`src/rtl/scr1_mem_arbiter.sv`:
```
// Two-master arbiter for one SCR1 memif-style memory port.
// M0 is the read-only fetch path and M1 is the data path. One transaction is tracked in flight.

`ifndef SCR1_IMEM_AWIDTH
`define SCR1_IMEM_AWIDTH 32
`endif
`ifndef SCR1_IMEM_DWIDTH
`define SCR1_IMEM_DWIDTH 32
`endif
`ifndef SCR1_DMEM_AWIDTH
`define SCR1_DMEM_AWIDTH 32
`endif
`ifndef SCR1_DMEM_DWIDTH
`define SCR1_DMEM_DWIDTH 32
`endif

package scr1_memif_pkg;
    typedef enum logic [1:0] {
        SCR1_MEM_CMD_RD    = 2'b00,
        SCR1_MEM_CMD_WR    = 2'b01,
        SCR1_MEM_CMD_ERROR = 2'b11
    } type_scr1_mem_cmd_e;

    typedef enum logic [1:0] {
        SCR1_MEM_WIDTH_BYTE  = 2'b00,
        SCR1_MEM_WIDTH_HWORD = 2'b01,
        SCR1_MEM_WIDTH_WORD  = 2'b10,
        SCR1_MEM_WIDTH_ERROR = 2'b11
    } type_scr1_mem_width_e;

    typedef enum logic [1:0] {
        SCR1_MEM_RESP_NOTRDY = 2'b00,
        SCR1_MEM_RESP_RDY_OK = 2'b01,
        SCR1_MEM_RESP_RDY_ER = 2'b10
    } type_scr1_mem_resp_e;
endpackage

// Handshake: a request transfers on a cycle where s_req_o and s_req_ack_i are both high.
// The response arrives on a later cycle as s_resp_i != NOTRDY and is routed to the owner.
module scr1_mem_arbiter
    import scr1_memif_pkg::*;
#(
    parameter bit SCR1_ARB_RR      = 1'b1,
    parameter bit SCR1_ARB_M1_PRIO = 1'b1
) (
    input  logic                         clk,
    input  logic                         rst_n,

    input  logic                         m0_req_i,
    output logic                         m0_req_ack_o,
    input  type_scr1_mem_cmd_e           m0_cmd_i,
    input  logic [`SCR1_IMEM_AWIDTH-1:0] m0_addr_i,
    output logic [`SCR1_IMEM_DWIDTH-1:0] m0_rdata_o,
    output type_scr1_mem_resp_e          m0_resp_o,

    input  logic                         m1_req_i,
    output logic                         m1_req_ack_o,
    input  type_scr1_mem_cmd_e           m1_cmd_i,
    input  type_scr1_mem_width_e         m1_width_i,
    input  logic [`SCR1_DMEM_AWIDTH-1:0] m1_addr_i,
    input  logic [`SCR1_DMEM_DWIDTH-1:0] m1_wdata_i,
    output logic [`SCR1_DMEM_DWIDTH-1:0] m1_rdata_o,
    output type_scr1_mem_resp_e          m1_resp_o,

    output logic                         s_req_o,
    input  logic                         s_req_ack_i,
    output type_scr1_mem_cmd_e           s_cmd_o,
    output type_scr1_mem_width_e         s_width_o,
    output logic [`SCR1_DMEM_AWIDTH-1:0] s_addr_o,
    output logic [`SCR1_DMEM_DWIDTH-1:0] s_wdata_o,
    input  logic [`SCR1_DMEM_DWIDTH-1:0] s_rdata_i,
    input  type_scr1_mem_resp_e          s_resp_i
);

    typedef enum logic {
        ARB_IDLE = 1'b0,
        ARB_DATA = 1'b1
    } arb_state_e;

    arb_state_e fsm_q, fsm_d;
    logic       owner_q, owner_d;
    logic       last_q, last_d;
    logic       lock_q, lock_d;
    logic       lock_sel_q, lock_sel_d;

    logic       resp_done;
    logic       window;
    logic       sel;
    logic       sel_req;
    logic       accept;
    logic [`SCR1_DMEM_AWIDTH-1:0] m0_addr_ext;

    always_comb begin
        resp_done = (s_resp_i == SCR1_MEM_RESP_RDY_OK) || (s_resp_i == SCR1_MEM_RESP_RDY_ER);
        window    = (fsm_q == ARB_IDLE) || resp_done;
    end

    // A pending but unaccepted request stays locked so the slave sees a stable address.
    always_comb begin
        sel = 1'b0;
        if (lock_q) begin
            sel = lock_sel_q;
        end else if (m0_req_i && !m1_req_i) begin
            sel = 1'b0;
        end else if (m1_req_i && !m0_req_i) begin
            sel = 1'b1;
        end else if (m0_req_i && m1_req_i) begin
            sel = SCR1_ARB_RR ? ~last_q : SCR1_ARB_M1_PRIO;
        end
        sel_req = sel ? m1_req_i : m0_req_i;
    end

    always_comb begin
        m0_addr_ext = '0;
        m0_addr_ext[`SCR1_IMEM_AWIDTH-1:0] = m0_addr_i;
    end

    always_comb begin
        s_req_o      = window && sel_req;
        accept       = s_req_o && s_req_ack_i;
        m0_req_ack_o = accept && !sel;
        m1_req_ack_o = accept && sel;
        s_width_o    = sel ? m1_width_i : SCR1_MEM_WIDTH_WORD;
        s_cmd_o      = SCR1_MEM_CMD_ERROR;
        s_addr_o     = 'x;
        s_wdata_o    = 'x;
        if (s_req_o) begin
            s_cmd_o   = sel ? m1_cmd_i   : m0_cmd_i;
            s_addr_o  = sel ? m1_addr_i  : m0_addr_ext;
            s_wdata_o = sel ? m1_wdata_i : '0;
        end
    end

    always_comb begin
        m0_resp_o  = SCR1_MEM_RESP_NOTRDY;
        m1_resp_o  = SCR1_MEM_RESP_NOTRDY;
        m0_rdata_o = s_rdata_i[`SCR1_IMEM_DWIDTH-1:0];
        m1_rdata_o = s_rdata_i;
        if (fsm_q == ARB_DATA) begin
            if (owner_q) begin
                m1_resp_o = s_resp_i;
            end else begin
                m0_resp_o = s_resp_i;
            end
        end
    end

    always_comb begin
        fsm_d      = fsm_q;
        owner_d    = owner_q;
        last_d     = last_q;
        lock_d     = lock_q;
        lock_sel_d = lock_sel_q;
        if (accept) begin
            fsm_d   = ARB_DATA;
            owner_d = sel;
            last_d  = sel;
            lock_d  = 1'b0;
        end else begin
            if ((fsm_q == ARB_DATA) && resp_done) begin
                fsm_d = ARB_IDLE;
            end
            if (s_req_o) begin
                lock_d     = 1'b1;
                lock_sel_d = sel;
            end else if (lock_q && !(lock_sel_q ? m1_req_i : m0_req_i)) begin
                lock_d = 1'b0;
            end
        end
    end

    always_ff @(posedge clk or negedge rst_n) begin
        if (!rst_n) begin
            fsm_q      <= ARB_IDLE;
            owner_q    <= 1'b0;
            last_q     <= 1'b1;
            lock_q     <= 1'b0;
            lock_sel_q <= 1'b0;
        end else begin
            fsm_q      <= fsm_d;
            owner_q    <= owner_d;
            last_q     <= last_d;
            lock_q     <= lock_d;
            lock_sel_q <= lock_sel_d;
        end
    end

`ifdef SCR1_TRGT_SIMULATION
    a_resp_only_in_data: assert property (@(posedge clk) disable iff (!rst_n)
        (s_resp_i != SCR1_MEM_RESP_NOTRDY) |-> (fsm_q == ARB_DATA));
    a_m0_read_only: assert property (@(posedge clk) disable iff (!rst_n)
        m0_req_i |-> (m0_cmd_i == SCR1_MEM_CMD_RD));
    a_no_x_ctrl: assert property (@(posedge clk) disable iff (!rst_n)
        !$isunknown({m0_req_i, m1_req_i, s_req_ack_i}));
`endif

endmodule

```
`config.mk`:
```
export PLATFORM = sky130hd
export DESIGN_NAME = scr1_mem_arbiter
export DESIGN_NICKNAME = d
export VERILOG_FILES = /design/src/rtl/scr1_mem_arbiter.sv
export SDC_FILE = /design/constraint.sdc
export NUM_CORES = 1
export LEC_CHECK = 0
export BUFFER_PORTS_ARGS = -buffer_cell sky130_fd_sc_hd__buf_2
export CORE_AREA = 2 2 110 112
export CTS_CLUSTER_SIZE = 28
export DETAILED_ROUTE_END_ITERATION = 7
export DIE_AREA = 0 0 112 114
export GPL_ROUTABILITY_DRIVEN = 0
export MAX_ROUTING_LAYER = met4
export PLACE_DENSITY = 0.5
export SYNTH_ARGS = -nofsm -noshare
export SYNTH_HDL_FRONTEND = slang
export SYNTH_SLANG_ARGS = --single-unit
```
`constraint.sdc`:
```
create_clock -name clk -period 2.2 [get_ports clk]
set_input_delay 0 -clock clk [delete_from_list [all_inputs] [get_ports clk]]
set_output_delay 0 -clock clk [all_outputs]
set_load 0.01 [all_outputs]
```
==> results.txt, run 1 <==
----------------------------------------------------
[Drt]
  Number of remaining DRC errors ... 0
  Detail-routed via count per cell ... 3.58
  Vias post-DR ... 1588
  First-pass iteration count of the detailed router ... 4
  Routed wirelength normalized by instance count ... 11.9 um
  Aggregate routed wire length ... 5290 um
  Number of routed nets with antenna violations ... 0
  Count of routing violations after the opening detailed-route iteration ... 43

[CTS]
  Maximum level of the CTS H-tree ... 1
  Clock-pin slew of the registers on the worst-case setup and hold paths ... 0.03 ns
  CTS max path bufs ... 2
  Number of buffers inserted during clock tree synthesis ... 3
  CTS tree ... done
  Num Clock Sinks ... 5
  Number of resized instances in the post-cts repair step ... 0
  CTS Root Cell ... clkbuf_16
  Clk_lat worst skew ... 0.23 ns

[Finish]
  Design Area, Final ... 2230 um^2
  Ratio of cells with drive above 1 in the final layout ... 75.8%
  Final Util ... 19.1%
  Area of the multi-input gates ... 883 um^2
  Sequential cell area ... 126 um^2
  Number of standard cells in the final layout excluding fillers ... 444
  Count of inserted antenna diode cells ... 0
  Area grow syn2layout ... 41.6%
  Filler Cells Inserted ... 1332
  Count of nets after finishing ... 439

[Min path]
  Worst hold path stage count ... 0
  Endpoint of the worst hold path ... m0_rdata_o[4]
  Type of the most critical hold path ... primary input to primary output
  Worst min-delay path startpoint ... s_rdata_i[4]

[Global routing]
  Gr usage total ... 7.44%
  Initial antenna violation count ... 0
  Via count of the first global-routing pass ... 1513
  M3 GR Usage ... 2.23%
  GRT met1 Usage ... 9.81%
  Pin count of the biggest net entering global routing ... 39
  Met2 Resource Use GR ... 10.6%
  Routing layer with the top usage in global route ... met2
  Wire length of the first global-routing pass ... 7560 um
  Total congestion overflow after global routing ... 0

[Place]
  Area of placed instances ... 2130 um^2
  Cell count after placement ... 438
  Post-detail-place hpwl ... 4660 um
  IO Port Bufs ... 183

[Worst setup path]
  Critical path peak fanout ... 32
  CP startpoint kind ... register
  Startpoint of the most critical register-to-register path ... last_q$_DFFE_PN1P_
  Critical path data arrival time ... 1.94 ns
  Startpoint-to-endpoint class of the critical path ... register to primary output
  Critical path endpoint category ... primary output
  Slack of the worst reg-to-reg path ... 0.69 ns
  Number of cells on the worst reg-to-reg path ... 3
  Worst endpoint required time ... 2.20 ns
  Worst R2R End ... lock_sel_q$_DFFE_PN0P_

[STA]
  Final setup vio count ... 0
  Share of the clock period used by the worst path ... 88.1%
  Total Negative Setup Slacks ... 0 ns
  Fin crit period ... 1.94 ns
  Count of pins over their slew limit ... 0
  Relative max-transition margin ... 64.1%
  Final number of hold-violating endpoints ... 0
  Setup Skew ... 0.000541 ns
  Maximum achievable frequency ... 0.516 GHz
  Transition at the pin with the smallest max-transition slack ... 0.538 ns
  Final hold slack ... 0.00000490 ns
  Setup repair after global routing missed its margin ... no

[Power]
  Portion of total power attributed to combinational logic ... 73.3%
  Fraction of power consumed by sequential logic ... 10.1%
  Worst IR Drop VDD ... 330 uV
  Switching component of the power ... 0.732 mW
  Part of the total power dissipated in the clock network ... 16.5%
  Sw Ratio ... 40.8%
  Ratio of total power to cell area ... 803 nW/um^2
  Total leakage power ... 1.31 nW
  Internal power contribution ... 1.06 mW

[Floorplanning]
  Ports ... 280
  Die area ... 12800 um^2
  Placement row count ... 40
  Starting Density ... 13.5%
  Die Wd ... 112 um
  Die boundary height ... 114 um
  Floorplan Core Area ... 11700 um^2

[Synth]
  Synth cell types ... 28
  Combined area of all synthesized cells ... 1580 um^2
  Synthesized instance count ... 179
  Post-synthesis register bit count ... 5
  Sequential-to-total area share from yosys stat ... 8.02%
  Cell type with the highest aggregate area in the netlist ... buf_4
  Leading cell types by total area after synthesis ... buf_4, mux2_4, and2_1
  Yosys top cell area share ... 30.5%
  Total nets after synthesis ... 320
  Post-synthesis average cell area ... 8.81 um^2
  Synth warnings ... 0

[Run status]
  Status ... completed

[Flow run]
  Maxcap violations ... 0

----------------------------------------------------
sequential cells by signal, indices dropped and copies added, names as in the netlist:
| signal | cells |
|---|---|
| lock_sel_q | 1 |
| fsm_q | 1 |
| owner_q | 1 |
| last_q | 1 |
| lock_q | 1 |
cell type report:
cell class / instances / area share (%)
timing repair buffer: 186 / 42.8
inverter: 1 / 0.168
clock buffer: 4 / 3.53
multi-input combinational: 101 / 39.6
tap: 147 / 8.24
sequential: 5 / 5.66
logic make-up after synthesis:
family	count (synthesis)	share of synthesized area, %
AOI/OAI and AO/OA	13	6.03
xor gates and xnor gates	1	0.556
buffers and inverters	73	36.7
DFF	5	8.02
muxes	32	28.8
and+or+nand+nor	55	19.9
routing by layer:
layer,part of all wire (%),up-vias
met5,0,-
met2,44,117
met1,42,690
met3,11,22
li1,-,759
met4,2.7,0
worst max-delay path, cell delays in order (launching register included):
cell and delay (ns):
dfstp_2 0.53, nand2_1 0.10, a21boi_4 0.26, buf_12 0.28, mux2_2 0.37, buf_2 0.14
power by group through the flow:
| stage | clock [mW] | combinational (mW) | sequential (mW) |
|---|---|---|---|
| 6_report | 0.296 | 1.31 | 0.182 |
| 2_1_floorplan | 0 | 1.05 | 0.168 |
| 3_5_place_dp | 0 | 1.33 | 0.183 |
| 5_1_grt | 0.309 | 1.43 | 0.188 |
| 3_3_place_gp | 0 | 1.32 | 0.180 |
| 4_1_cts | 0.302 | 1.34 | 0.183 |
worst max path at each step:
stage / start / endpoint / slack [ns] / depth (start not counted)
floorplan: last_q$_DFFE_PN1P_ / s_addr_o[10] / 0.84 / 5
global placement: last_q$_DFFE_PN1P_ / s_addr_o[3] / 0.55 / 5
detailed placement: last_q$_DFFE_PN1P_ / s_addr_o[3] / 0.50 / 5
CTS: last_q$_DFFE_PN1P_ / s_addr_o[3] / 0.26 / 5
global route: lock_q$_DFFE_PN0P_ / s_cmd_o[0] / 0.20 / 5
finish: last_q$_DFFE_PN1P_ / s_addr_o[3] / 0.26 / 5
layout by cell type (no fill, tap or decap), types with 2 or more instances in the layout:
master and instances:
a21oi_1 2, and2_1 33, and3_1 2, buf_2 183
clkbuf_16 3, dfrtp_1 4, dlygate4sd3_1 2, mux2_2 7
mux2_4 25, nand2_1 5, nand3_1 2, nor2_1 8
nor3b_1 2, o21ai_0 3, o2bb2ai_1 2
through the flow:
step / setup WS (ns) / total power, mW
2_1_floorplan: 0.839 / 1.22
3_3_place_gp: 0.553 / 1.50
3_5_place_dp: 0.504 / 1.51
4_1_cts: 0.259 / 1.83
5_1_grt: 0.196 / 1.93
6_report: 0.261 / 1.79
cell usage after synthesis (all sizes together):
cell and instances:
and2 33, a21o 1, a21oi 2, clkbuf 3, nor2 8, dfrtp 4
and3 2, buf 69, o2bb2ai 2, nand2 6, a22o 1, a32o 1
a211oi 1, inv 1, a2bb2oi 1, nor3b 2, o21ai 3, nand3 2
a21boi 1, xnor2 1, nor2b 1, nand2b 1, dfstp 1, mux2 32
repair_timing:
action	4_1_cts	5_1_grt
hold buffers	2	0
hold endpoints to repair	6	0
setup buffers	0	0
No activity file was read; power rests on OpenSTA's default activity.
==> inputs of run 2 (changes only) <==
Settings changed: PLACE_DENSITY 0.5 to 0.49.
Clock period 2.2 ns to 2.3 ns, I/O delays scaled along.
==> results.txt, run 2 (synthesized netlist as in run 1, its figures left out) <==
----------------------------------------------------
[Worst setup path]
  Worst R2R End ... owner_q$_DFFE_PN0P_
  Startpoint of the most critical register-to-register path ... lock_q$_DFFE_PN0P_
  Worst endpoint required time ... 2.30 ns (+0.10 ns)
  Startpoint-to-endpoint class of the critical path ... register to primary output
  Critical path data arrival time ... 1.93 ns (about the same)
  Critical path endpoint category ... primary output
  CP startpoint kind ... register
  Critical path peak fanout ... 32 (unchanged)
  Slack of the worst reg-to-reg path ... 0.83 ns (+0.14 ns)
  Number of cells on the worst reg-to-reg path ... 4 (+1)

[Global routing]
  Via count of the first global-routing pass ... 1410 (-6.8%)
  Total congestion overflow after global routing ... 0 (unchanged)
  Pin count of the biggest net entering global routing ... 39 (unchanged)
  Wire length of the first global-routing pass ... 7180 um (-5.1%)
  Gr usage total ... 7.32% (-0.12 points)
  Initial antenna violation count ... 3 (+3)

[STA]
  Final setup vio count ... 0 (unchanged)
  Transition at the pin with the smallest max-transition slack ... 0.496 ns (-0.0417 ns)
  Relative max-transition margin ... 66.9% (+2.8 points)
  Total Negative Setup Slacks ... 0 ns (unchanged)
  Final number of hold-violating endpoints ... 0 (unchanged)
  Fin crit period ... 1.93 ns
  Least setup slack across all paths after layout ... 0.367 ns (+0.106 ns)
  Count of pins over their slew limit ... 0 (unchanged)
  Setup repair after global routing missed its margin ... no
  Setup Skew ... 0.00217 ns (+0.00163 ns)
  Share of the clock period used by the worst path ... 84.1%
  Maximum achievable frequency ... 0.517 GHz

[Finish]
  Most frequent standard cell in the layout excluding fill and tap cells ... buf_2
  Most used cells in the layout excluding fill and tap cells ... buf_2, and2_1, mux2_4
  Filler Cells Inserted ... 1335 (+0.23%)
  Count of inserted antenna diode cells ... 0 (unchanged)
  Ratio of cells with drive above 1 in the final layout ... 76.0% (+0.26 points)
  Area grow syn2layout ... 41.0%
  Number of standard cells in the final layout excluding fillers ... 443 (-0.23%)
  Count of nets after finishing ... 438 (-0.23%)

[CTS]
  Num Clock Sinks ... 5 (unchanged)
  CTS Root Cell ... clkbuf_16
  CTS tree ... done
  Post-CTS setup-driven buffer insertion count ... 0 (unchanged)
  Number of buffers inserted during clock tree synthesis ... 3 (unchanged)
  Clock-pin slew of the registers on the worst-case setup and hold paths ... 0.03 ns (about the same)
  Clk_lat worst skew ... 0.23 ns (about the same)
  Maximum level of the CTS H-tree ... 1 (unchanged)
  CTS max path bufs ... 2 (unchanged)

[Drt]
  Routed wirelength normalized by instance count ... 12.1 um (+1.9%)
  Count of routing violations after the opening detailed-route iteration ... 15 (-65%)
  Number of remaining DRC errors ... 0 (unchanged)
  Aggregate routed wire length ... 5370 um (+1.7%)
  Vias post-DR ... 1593 (+0.31%)
  First-pass iteration count of the detailed router ... 2 (-2)
  Number of routed nets with antenna violations ... 0 (unchanged)
  Detail-routed via count per cell ... 3.60 (+0.54%)

[Floorplanning]
  Die area ... 12800 um^2 (unchanged)
  Starting Density ... 13.5% (unchanged)
  Placement row count ... 40 (unchanged)
  Die Wd ... 112 um (unchanged)
  Die boundary height ... 114 um (unchanged)
  Ports ... 280 (unchanged)
  Floorplan Core Area ... 11700 um^2 (unchanged)

[Place]
  Cell count after placement ... 438 (unchanged)
  Post-place setup slack ... 0.607 ns (+0.103 ns)
  IO Port Bufs ... 183 (unchanged)
  Post-detail-place hpwl ... 4860 um (+4.2%)

[Min path]
  Type of the most critical hold path ... primary input to primary output
  Worst min-delay path startpoint ... s_rdata_i[23]
  Endpoint of the worst hold path ... m0_rdata_o[23]
  Worst hold path stage count ... 0 (unchanged)

[Power]
  Total Power ... 1.74 mW (-2.8%)
  Worst IR Drop VDD ... 335 uV (+1.6%)
  Ratio of total power to cell area ... 784 nW/um^2 (-2.3%)
  Total leakage power ... 1.30 nW (-0.32%)

[Flow run]
  Maxcap violations ... 0 (unchanged)

[Run status]
  Status ... completed

----------------------------------------------------
==> run 2: where the power goes <==
| group | internal [mW] | switching [mW] |
|---|---|---|
| Clock | 0.230 | 0.0563 |
| Sequential | 0.130 | 0.0465 |
| Combinational | 0.656 | 0.624 |
==> run 2: what timing repair did <==
item / CTS / global route
hold buffers: 1 / 0
endpoints found under the hold margin: 5 / 0
endpoints found under the setup margin: 0 / 0
gates resized for setup: 0 / 0
==> run 2: area by class of cell <==
class	count	area, um^2	area share (%)
Multi-Input combinational cell	101	883	39.8
Clock buffer	4	78.8	3.55
Sequential cell	5	126	5.69
Tap cell	147	184	8.28
Inverter	1	3.75	0.169
Timing Repair Buffer	185	946	42.6
==> run 2: worst max path at each step <==
stage / startpoint / to / slack, ns / cells past startpoint
global placement: last_q$_DFFE_PN1P_ / s_addr_o[28] / 0.64 / 5
CTS: last_q$_DFFE_PN1P_ / s_addr_o[28] / 0.37 / 5
floorplan: last_q$_DFFE_PN1P_ / s_addr_o[10] / 0.94 / 5
global route: last_q$_DFFE_PN1P_ / s_addr_o[28] / 0.30 / 5
detailed placement: last_q$_DFFE_PN1P_ / s_addr_o[28] / 0.61 / 5
finish: last_q$_DFFE_PN1P_ / s_addr_o[30] / 0.37 / 5
==> run 2: worst max-delay path, stage by stage, from the launching register on <==
cell	delay, ns
dfstp_2	0.52
nand2_1	0.10
a21boi_4	0.25
buf_12	0.26
mux2_4	0.38
buf_2	0.15
==> run 2: metal layers <==
metal | vias to the layer above | GRT usage (%) | part of all wire [%]
met5 | - | - | 0
met4 | 0 | 1.79 | 1.5
met3 | 18 | 1.86 | 11
met2 | 136 | 11.5 | 46
met1 | 681 | 9.51 | 42
li1 | 758 | - | -
==> run 2: per-stage QoR <==
| stage | util (%) | hold WS, ns | cell area [um^2] |
|---|---|---|---|
| CTS | 19.0 | 0.000105 | 2220 |
| floorplan | - | -0.296 | 1580 |
| global placement | 18.2 | -0.176 | 2130 |
| finish | 19.0 | 0.00000491 | 2220 |
| global route | 19.0 | 0.0000226 | 2220 |
| detailed placement | 18.2 | -0.170 | 2130 |
==> inputs of run 3 (changes only) <==
Settings changed: CORE_AREA 2 2 110 112 to 2 2 107 109, DIE_AREA 0 0 112 114 to 0 0 109 111, PLACE_DENSITY 0.49 to 0.53.
Clock period 2.3 ns to 1.6 ns, I/O delays scaled along.
==> results.txt, run 3 (synthesized netlist as in run 1, its figures left out) <==
----------------------------------------------------
[Place]
  IO Port Bufs ... 183 (unchanged)
  Post-detail-place hpwl ... 4210 um (-13%)
  Cell count after placement ... 434 (-0.91%)

[CTS]
  Clock-pin slew of the registers on the worst-case setup and hold paths ... 0.03 ns (about the same)
  Maximum level of the CTS H-tree ... 1 (unchanged)
  CTS Root Cell ... clkbuf_16
  Clk_lat worst skew ... 0.23 ns (about the same)
  Num Clock Sinks ... 5 (unchanged)
  CTS max path bufs ... 2 (unchanged)
  Number of buffers inserted during clock tree synthesis ... 3 (unchanged)
  CTS tree ... done

[STA]
  Maximum achievable frequency ... 0.568 GHz
  Total Negative Setup Slacks ... -4.32 ns (-4.32 ns)
  Setup repair after global routing missed its margin ... yes
  Setup Skew ... 0.000870 ns (-0.00130 ns)
  Share of the clock period used by the worst path ... 110%
  Final number of hold-violating endpoints ... 0 (unchanged)
  Transition at the pin with the smallest max-transition slack ... 0.349 ns (-0.147 ns)
  Least setup slack across all paths after layout ... -0.160 ns (-0.527 ns)
  Fin crit period ... 1.76 ns
  Relative max-transition margin ... 76.6% (+9.7 points)
  Final setup vio count ... 35 (+35)
  Count of pins over their slew limit ... 0 (unchanged)

[Power]
  Internal power contribution ... 1.99 mW (+96%)
  Sw Ratio ... 37.0% (-4.7 points)
  Total leakage power ... 1.49 nW (+15%)
  Fraction of power consumed by sequential logic ... 8.4% (-1.7 points)
  Ratio of total power to cell area ... 1210 nW/um^2 (+54%)
  Part of the total power dissipated in the clock network ... 12.8% (-3.6 points)
  Worst IR Drop VDD ... 517 uV (+54%)
  Portion of total power attributed to combinational logic ... 78.8% (+5.3 points)
  Switching component of the power ... 1.17 mW (+61%)

[Finish]
  Filler Cells Inserted ... 1200 (-10%)
  Count of inserted antenna diode cells ... 0 (unchanged)
  Most frequent standard cell in the layout excluding fill and tap cells ... buf_2
  Area grow syn2layout ... 66.4%
  Number of standard cells in the final layout excluding fillers ... 449 (+1.4%)
  Count of nets after finishing ... 448 (+2.3%)
  Most used cells in the layout excluding fill and tap cells ... buf_2, buf_6, and2_1
  Ratio of cells with drive above 1 in the final layout ... 78.4% (+2.4 points)

[Drt]
  Number of routed nets with antenna violations ... 0 (unchanged)
  Routed wirelength normalized by instance count ... 12.2 um (+0.46%)
  Count of routing violations after the opening detailed-route iteration ... 24 (+9)
  Aggregate routed wire length ... 5470 um (+1.8%)
  Routed length on met1 ... 1960 um (-12%)
  Number of remaining DRC errors ... 0 (unchanged)
  Wire length on met2 ... 2760 um (+12%)
  Vias post-DR ... 1651 (+3.6%)
  First-pass iteration count of the detailed router ... 3 (+1)
  Detail-routed via count per cell ... 3.68 (+2.3%)
  Max Used Layer ... met4
  Met3 layer wire length in the routed design ... 570 um (-5.5%)

[Global routing]
  Gr usage total ... 8.18% (+0.86 points)
  Via count of the first global-routing pass ... 1643 (+17%)
  Wire length of the first global-routing pass ... 7760 um (+8.2%)
  Total congestion overflow after global routing ... 0 (unchanged)
  Pin count of the biggest net entering global routing ... 39 (unchanged)
  Initial antenna violation count ... 0 (-3)

[Worst setup path]
  Critical path peak fanout ... 8 (-75%)
  Worst endpoint required time ... 1.60 ns (-0.70 ns)
  Startpoint-to-endpoint class of the critical path ... register to primary output
  CP startpoint kind ... register
  Critical path data arrival time ... 1.76 ns (-0.17 ns)
  Critical path endpoint category ... primary output

[Floorplanning]
  Placement row count ... 39 (-2.5%)
  Die Wd ... 109 um (-2.7%)
  Die boundary height ... 111 um (-2.6%)
  Floorplan Core Area ... 11100 um^2 (-5.4%)
  Starting Density ... 14.2% (+0.77 points)
  Ports ... 280 (unchanged)
  Die area ... 12100 um^2 (-5.2%)

[Flow run]
  Maxcap violations ... 0 (unchanged)

[Run status]
  Status ... finished, violations left
  Violations in the final reports ... setup timing

[Min path]
  Type of the most critical hold path ... primary input to primary output

----------------------------------------------------
[run 3: final timing paths]
check | startpoint | endpoint | slack [ns] | depth (start not counted)
max | last_q$_DFFE_PN1P_ | s_addr_o[20] | -0.16 | 6
min | s_rdata_i[2] | m0_rdata_o[2] | 0.000005 | 0
max reg2reg | last_q$_DFFE_PN1P_ | owner_q$_DFFE_PN0P_ | 0.13 | 7
min reg2reg | lock_sel_q$_DFFE_PN0P_ | lock_sel_q$_DFFE_PN0P_ | 0.59 | 1
max in group asynchronous | rst_n | last_q$_DFFE_PN1P_ | 1.27 | 2
min in group asynchronous | rst_n | fsm_q$_DFFE_PN0P_ | 0.12 | 2
[run 3: layer usage]
layer  GRT usage, %  vias up
li1               -      780
met1           8.74      718
met5              -        -
met2           14.8      128
met3           1.29       25
met4           3.25        0
[run 3: critical path, cell delays in order, from the launching register on]
cell and delay, ns:
dfstp_2 0.55, nand2_4 0.07, a21boi_4 0.18, buf_6 0.15
clkbuf_16 0.16, mux2_4 0.30, buf_6 0.12
[run 3: what timing repair did]
item	CTS	global route
buffers inserted	5	2
pin swaps	1	1
endpoints found under the setup margin	70	71
hold endpoints to repair	5	0
gates resized for setup	49	5
cloned	3	1
hold buffers	1	0
[run 3: area by class of cell]
type	count	area, um^2	area share, %
tap	143	179	6.82
clock buffer	4	78.8	3.00
inverter	1	3.75	0.143
sequential	5	128	4.86
multi-input combinational	101	940	35.8
timing repair buffer	195	1290	49.4
[run 3: through the flow]
stage                     setup WS [ns]  instance area [um^2]  total power, mW  util, %  hold slack [ns]
after CTS                        -0.158                  2580             3.15     23.3         0.000102
after global placement           0.0378                  2130             2.04     19.2           -0.181
final                            -0.160                  2620             3.17     23.7       0.00000491
after global routing             -0.209                  2620             3.39     23.7        0.0000231
after floorplan                   0.239                  1580             1.67        -           -0.296
after detailed placement       -0.00680                  2130             2.06     19.2           -0.179
[run 3: power groups by stage]
stage	clock, mW	combinational (mW)	sequential (mW)
CTS	0.413	2.48	0.260
floorplan	0	1.44	0.230
global placement	0	1.79	0.249
detailed placement	0	1.81	0.253
finish	0.407	2.49	0.265
global route	0.423	2.69	0.278
